### config.mk
export PLATFORM = sky130hd
export DESIGN_NAME = seq_detector_param
export DESIGN_NICKNAME = d
export VERILOG_FILES = /design/src/rtl/seqdet_pkg.sv /design/src/rtl/seqdet_pattern_match.sv /design/src/rtl/seq_detector_param.sv
export SDC_FILE = /design/constraint.sdc
export NUM_CORES = 1
export LEC_CHECK = 0
export CORE_MARGIN = 1
export CORE_UTILIZATION = 40
export DETAILED_ROUTE_END_ITERATION = 10
export GPL_ROUTABILITY_DRIVEN = 0
export GPL_TIMING_DRIVEN = 1
export HOLD_SLACK_MARGIN = 0.08
export PLACE_DENSITY_LB_ADDON = 0.2
export SYNTH_ARGS = -nofsm -noshare
export SYNTH_HDL_FRONTEND = slang
export SYNTH_SLANG_ARGS = --single-unit
### constraint.sdc
create_clock -name Clock -period 1.7 [get_ports Clock]
set_clock_uncertainty 0.05 [all_clocks]
set_input_delay 0.17 -clock Clock [delete_from_list [all_inputs] [get_ports Clock]]
set_output_delay 0.17 -clock Clock [all_outputs]
set_load 0.01 [all_outputs]
### src/rtl/seqdet_pkg.sv
// Shared types for the serial sequence detector: combine-mode enum and the
// flag combine function used by the top level.
package seqdet_pkg;

    typedef enum logic [1:0] {
        MODE_RUN = 2'd0,
        MODE_PAT = 2'd1,
        MODE_OR  = 2'd2,
        MODE_AND = 2'd3
    } mode_t;

    function automatic logic seqdet_combine(
        input mode_t mode,
        input logic  z_run,
        input logic  z_pat
    );
        logic z;
        case (mode)
            MODE_RUN: z = z_run;
            MODE_PAT: z = z_pat;
            MODE_OR:  z = z_run | z_pat;
            default:  z = z_run & z_pat;
        endcase
        return z;
    endfunction

endpackage

### src/rtl/seqdet_pattern_match.sv
// Overlapping PAT_LEN-bit pattern matcher: history shift register, fill counter
// and registered z_pat flag. z_pat_nxt is the flag value the current sample would load.
module seqdet_pattern_match #(
    parameter int                 PAT_LEN = 4,
    parameter logic [PAT_LEN-1:0] PATTERN = 4'b1101
) (
    input  logic Clock,
    input  logic Resetn,
    input  logic En,
    input  logic Clear,
    input  logic w,
    output logic z_pat,
    output logic z_pat_nxt
);

    localparam int                FILL_W   = $clog2(PAT_LEN + 1);
    localparam logic [FILL_W-1:0] FILL_MAX = FILL_W'(PAT_LEN);

    logic [PAT_LEN-1:0] r_hist;
    logic [FILL_W-1:0]  r_fill;
    logic               r_z_pat;

    logic [PAT_LEN-1:0] w_hist_nxt;
    logic [FILL_W-1:0]  w_fill_nxt;

    assign w_hist_nxt = {r_hist[PAT_LEN-2:0], w};
    assign w_fill_nxt = (r_fill == FILL_MAX) ? r_fill : r_fill + 1'b1;
    // The fill gate keeps reset zeros in the history from matching an all-zero pattern.
    assign z_pat_nxt  = (w_fill_nxt == FILL_MAX) && (w_hist_nxt == PATTERN);

    always_ff @(posedge Clock or negedge Resetn) begin
        if (!Resetn) begin
            r_hist  <= '0;
            r_fill  <= '0;
            r_z_pat <= 1'b0;
        end else if (Clear) begin
            r_hist  <= '0;
            r_fill  <= '0;
            r_z_pat <= 1'b0;
        end else if (En) begin
            r_hist  <= w_hist_nxt;
            r_fill  <= w_fill_nxt;
            r_z_pat <= z_pat_nxt;
        end
    end

    assign z_pat = r_z_pat;

endmodule

### src/rtl/seq_detector_param.sv
// Parametrised serial run/pattern detector with selectable combine mode.
// Define SEQDET_HITCNT_EN to add the saturating HitCount port and counter.
module seq_detector_param
    import seqdet_pkg::*;
#(
    parameter int                 RUN_LEN = 4,
    parameter int                 PAT_LEN = 4,
    parameter logic [PAT_LEN-1:0] PATTERN = 4'b1101,
    parameter int                 CNT_W   = 8
) (
    input  logic                         Clock,
    input  logic                         Resetn,
    input  logic                         En,
    input  logic                         Clear,
    input  logic                         w,
    input  mode_t                        Mode,
    output logic                         z,
    output logic                         z_run,
    output logic                         z_pat,
    output logic [$clog2(RUN_LEN+1)-1:0] RunCount
`ifdef SEQDET_HITCNT_EN
    ,
    output logic [CNT_W-1:0]             HitCount
`endif
);

    localparam int               RUN_W   = $clog2(RUN_LEN + 1);
    localparam logic [RUN_W-1:0] RUN_MAX = RUN_W'(RUN_LEN);

    generate
        if (RUN_LEN < 1 || PAT_LEN < 2 || CNT_W < 1) begin : g_bad_param
            $error("seq_detector_param: need RUN_LEN>=1, PAT_LEN>=2, CNT_W>=1");
        end
    endgenerate

    logic [RUN_W-1:0] r_run_cnt;
    logic             r_z_run;
    logic [RUN_W-1:0] w_run_nxt;
    logic             w_z_run_nxt;
    logic             w_z_pat;
    logic             w_z_pat_nxt;

    assign w_run_nxt   = !w ? '0 : ((r_run_cnt == RUN_MAX) ? r_run_cnt : r_run_cnt + 1'b1);
    assign w_z_run_nxt = (w_run_nxt == RUN_MAX);

    always_ff @(posedge Clock or negedge Resetn) begin
        if (!Resetn) begin
            r_run_cnt <= '0;
            r_z_run   <= 1'b0;
        end else if (Clear) begin
            r_run_cnt <= '0;
            r_z_run   <= 1'b0;
        end else if (En) begin
            r_run_cnt <= w_run_nxt;
            r_z_run   <= w_z_run_nxt;
        end
    end

    seqdet_pattern_match #(
        .PAT_LEN (PAT_LEN),
        .PATTERN (PATTERN)
    ) u_pat (
        .Clock     (Clock),
        .Resetn    (Resetn),
        .En        (En),
        .Clear     (Clear),
        .w         (w),
        .z_pat     (w_z_pat),
        .z_pat_nxt (w_z_pat_nxt)
    );

    // Mode acts only on the output mux, so switching it never disturbs detector history.
    assign z        = seqdet_combine(Mode, r_z_run, w_z_pat);
    assign z_run    = r_z_run;
    assign z_pat    = w_z_pat;
    assign RunCount = r_run_cnt;

`ifdef SEQDET_HITCNT_EN
    logic [CNT_W-1:0] r_hit_cnt;
    logic             w_hit;

    // A hit is the z value the current sample loads, judged under the present Mode.
    assign w_hit = seqdet_combine(Mode, w_z_run_nxt, w_z_pat_nxt);

    always_ff @(posedge Clock or negedge Resetn) begin
        if (!Resetn) begin
            r_hit_cnt <= '0;
        end else if (Clear) begin
            r_hit_cnt <= '0;
        end else if (En && w_hit && (r_hit_cnt != {CNT_W{1'b1}})) begin
            r_hit_cnt <= r_hit_cnt + 1'b1;
        end
    end

    assign HitCount = r_hit_cnt;
`endif

endmodule
* Yosys cells after proc, flatten, opt, wreduce, memory -nomap -nowiden
Index checks and enable logic that the tools add are counted.
Word-level totals: output and inout port bits 6, flip-flop bits (word level) 11, word-level logic and storage cells 33
Cells by class: reductions and logical operators 3, mux-type cells 14, bitwise gates (word level) 2, equal/unequal tests 7, $add $sub $neg 2
Operators by type and width (number):
- two-way mux 3 bit | 9
- equality test 3 bit, second input constant | 4
- adder 3 x 1 -> 3 bit, second input constant | 2
- equality test 4 bit, second input constant | 1
- two-way mux 1 bit | 4
- one-hot mux 1 bit (3 select lines) | 1
- equality test 2 x 1 -> 1 bit, second input constant | 1
- equality test 2 bit, second input constant | 1
- logical NOT 2 bit | 1
- nonzero test 2 bit | 1
- AND 1 bit | 1
- logical AND 1 bit | 1
- bitwise OR 1 bit | 1

* Logic depth before layout (Yosys ltp)
depth after elaboration 6, depth in mapped cells 6, gate-level depth less buffers 6

* By module
Synthesis repeated with hierarchy kept, for this count alone.
Unflattened totals: cell total of the unflattened synthesis 67, area, all modules 663.1 um^2
By module, submodules not included:
- seqdet_pattern_match | area each 391.6 um^2, cells an instance 38, sequential area each 175.2 um^2, times used 1
- seq_detector_param | area each 271.5 um^2, cells an instance 29, sequential area each 100.1 um^2, times used 1

* Worst setup path before layout
OpenSTA, ideal clock, no wires.
kind register to register, from reg u_pat.r_fill[0], to reg u_pat.r_z_pat (netlist: u_pat.z_pat), required time 1528 ps, stages on the path, launching flop included 7, setup slack 280 ps, arrival 1248 ps, buffers on the path 0, library setup time 122 ps, cells stage by stage dfrtp_1 -> inv_1 -> ha_1 -> nor2_1 -> a22oi_2 -> o21ai_1 -> a32o_1
On the way: cells in the longest elaborated chain, start to end 6
RTL lines:
- start, declared | RTL line seqdet_pattern_match.sv:20 | logic [FILL_W-1:0] r_fill;
- start signal, assigned | RTL line seqdet_pattern_match.sv:42 | r_fill <= w_fill_nxt;
- adder 3 x 1 -> 3 bit or equality test 3 bit (tied branches) | RTL line seqdet_pattern_match.sv:27 | assign w_fill_nxt = (r_fill == FILL_MAX) ? r_fill : r_fill + 1'b1;
- two-way mux 3 bit (*) | RTL line seqdet_pattern_match.sv:27
- equality test 3 bit (*) | RTL line seqdet_pattern_match.sv:29 | assign z_pat_nxt = (w_fill_nxt == FILL_MAX) && (w_hist_nxt == PATTERN);
- logical AND 1 bit (*) | RTL line seqdet_pattern_match.sv:29
- two-way mux 1 bit (*) | RTL line seqdet_pattern_match.sv:40 | end else if (En) begin
- two-way mux 1 bit (*) | RTL line seqdet_pattern_match.sv:36 | end else if (Clear) begin
- end signal, assigned | RTL line seqdet_pattern_match.sv:43 | r_z_pat <= z_pat_nxt;
- end, declared | RTL line seqdet_pattern_match.sv:21 | logic r_z_pat;
Every way passes the cells marked *; elsewhere a longest branch is shown, timed or not. The select of a mux whose other input is x is not followed. A chain may end at the register's enable or synchronous reset.

* Worst setup path in the final report
Ends and elaborated chain as after synthesis.

==> flow_summary.yaml <==
setup_path:
  crit_path_end_kind: "flop"
  reg2reg_slack_ns: 0.18
  cp-start-kind: "flop"
  arrival_ns: 1.63
  cp_max_fo: 3
  crit_required_ns: 1.81
  critical_path_class: "flop to flop"
drt:
  drt_drc_violations_left: 0
  vias_per_cell: 5.23
  firstDrtPassIters: 4
  initialDrtViolationCount: 12
  via_count: 507
  antenna_left: 0
  drt-wirelength-per-cell_um: 11.8
  wl_mm: 1.14
sta:
  slew_headroom_pct: 65.7
  drv_slew: 0
  fin_ws_ns: 0.184
  fin_crit_sh_pct: 89.2
  rsz0062_at_grt: "no"
  tightest_slew_ns: 0.513
  setup-violations-final: 0
  hold_viol: 0
  finalWorstPathRequiredPeriod_ns: 1.52
  maxClockFrequency_mhz: 659
  worst_hold_slack_ns: 0.179
synth:
  syn_area_um2: 633
  yosysUniqueCellTypes: 27
  synth_top_area_cell: "dfrtp_1"
  yosysMostFrequentCell: "dfrtp_1"
  synth-seq-area-share_pct: 43.5
  synth-seq-cells: 11
  yosysWarnings: 0
  synth_area_leaders: "dfrtp_1 (43%), ha_1 (7.9%), mux2i_1 (4.7%)"
  synth_area_per_cell_um2: 9.74
  synth_ff_type: "dfrtp_1"
  synth_fp_nets: 76
  synth_top_area_share_pct: 43.5
  synth_async_sr_flop_share_pct: 100
  synth_common_cells: "dfrtp_1 (11), nor2_1 (8), nand2_1 (6)"
  synth-edff-count: 0
  netlist_instances: 65
floorplanning:
  die_w_um: 41.8
  fp.coreArea_um2: 1380
  start_util_pct: 45.8
  pin_count: 13
  dieArea_um2: 1750
  rows: 13
  die_y_um: 41.8
clock_network:
  clk_pin_slew_ns: 0.07
  htreeDepth: 1
  cts_tree: "done"
  cts.sinks: 11
  clock_latency_ns: 0.28
  cts_hold_repair.buffers: 0
  cts_made_buffers: 3
  cts_root_buf: "clkbuf_4"
  clock_path_buffers: 2
grt:
  grt_max_degree: 13
  grtUsageTotal_pct: 14.9
  antenna_found_initial: 0
  grt_pass1_wl_mm: 1.90
  grt_overflow: 0
  grt_pass1_vias: 446
final_layout:
  drive_gt1_share_pct: 11.0
  nNetsFinal: 94
  diodes: 0
  synthToLayoutAreaGrowth_pct: 27.7
power_and_ir_drop:
  power_density_nw_per_um2: 684
  ir_drop_mv: 0.460
  p_leak_uw: 0.000378
status:
  outcome: "completed"
min_path:
  min_path_type: "primary input to asynchronous set/reset pin"
place:
  post-place-ws_ns: -0.00382
  port_buffers: 12
  hpwlAfterDp_um: 842
job:
  maxCapViolCount: 0
-- stage by stage --
stage	utilization (%)	cells	area [um2]	total power [uW]	TNS (ns)
after floorplan	-	65	633	342	0
after global placement	56.0	92	774	377	0
after detailed placement	56.0	92	774	379	-0.00382
after CTS	58.5	97	808	558	0
after global routing	58.5	97	808	586	0
final	58.5	97	808	553	0
-- worst paths after layout --
check	endpoint	cells past startpoint	start
min in group Clock	u_pat.z_pat$_DFFE_PN0P_	1	u_pat.z_pat$_DFFE_PN0P_
hold / removal	RunCount[0]$_DFFE_PN0P_	1	Resetn
hold reg to reg	u_pat.z_pat$_DFFE_PN0P_	1	u_pat.z_pat$_DFFE_PN0P_
setup / recovery	u_pat.z_pat$_DFFE_PN0P_	6	u_pat.r_fill[0]$_DFFE_PN0P_
setup reg to reg	u_pat.z_pat$_DFFE_PN0P_	6	u_pat.r_fill[0]$_DFFE_PN0P_
max in group asynchronous	u_pat.r_fill[2]$_DFFE_PN0P_	1	Resetn
-- layer usage --
metal	routed length, um	vias to the layer above	GRT usage [%]	share of wire, %
met5	0	-	0	0
met4	12	0	5.81	1.1
met3	66	2	8.26	5.8
met2	494	11	20.6	43
met1	566	238	19.1	50
li1	-	256	-	-
-- cell families after synthesis --
group / synth area share (%)
adders and majority gates: 7.91
and+or+nand+nor: 19.0
muxes: 4.74
AOI/OAI and AO/OA: 15.0
buffers and inverters: 4.35
DFF: 43.5
xor gates and xnor gates: 5.53
-- where the power goes --
part	internal [uW]	total (uW)	switching, uW	leakage (uW)
Sequential	271	279	8.37	0.000151
Clock	87.4	179	91.8	0.0000177
Combinational	46.6	94.7	48.1	0.000210
Total	405	553	148	0.000378
-- layout by cell type (no fill, tap or decap), drive strengths merged, types with 2 or more instances in the layout --
cell and count:
nand2b 3, nand2 6, nor2 8, xnor2 3, mux2i 3, o21ai 2
dfrtp 11, ha 4, a21oi 4, nor2b 2, clkbuf 3, buf 3
clkdlybuf4s50 11, nand3 2, inv 4
-- cell type report --
| class | count | area (um2) |
|---|---|---|
| Fill cell | 122 | 574 |
| Multi-Input combinational cell | 48 | 330 |
| Sequential cell | 11 | 275 |
| Timing Repair Buffer | 15 | 141 |
| Clock buffer | 3 | 22.5 |
| Tap cell | 15 | 18.8 |
| Inverter | 4 | 15.0 |
| Clock inverter | 1 | 5.00 |
-- sequential cells by signal, indices dropped and copies added, names as in the netlist --
register      count
z_run             1
RunCount          3
u_pat.r_hist      3
u_pat.z_pat       1
u_pat.r_fill      3
-- critical path, stage by stage, from the launching register on --
cell and delay (ns):
dfrtp_1 0.38, inv_1 0.09, ha_1 0.32, nor2_1 0.06, a22oi_2 0.16, o21ai_1 0.08, a32o_1 0.25
-- repair_timing --
action                                 in CTS  in global routing
buffers inserted                            1                  0
endpoints found under the hold margin       0                  0
resized for setup                           1                  0
setup endpoints to repair                   1                  0
(Power assumes the default switching activity.)
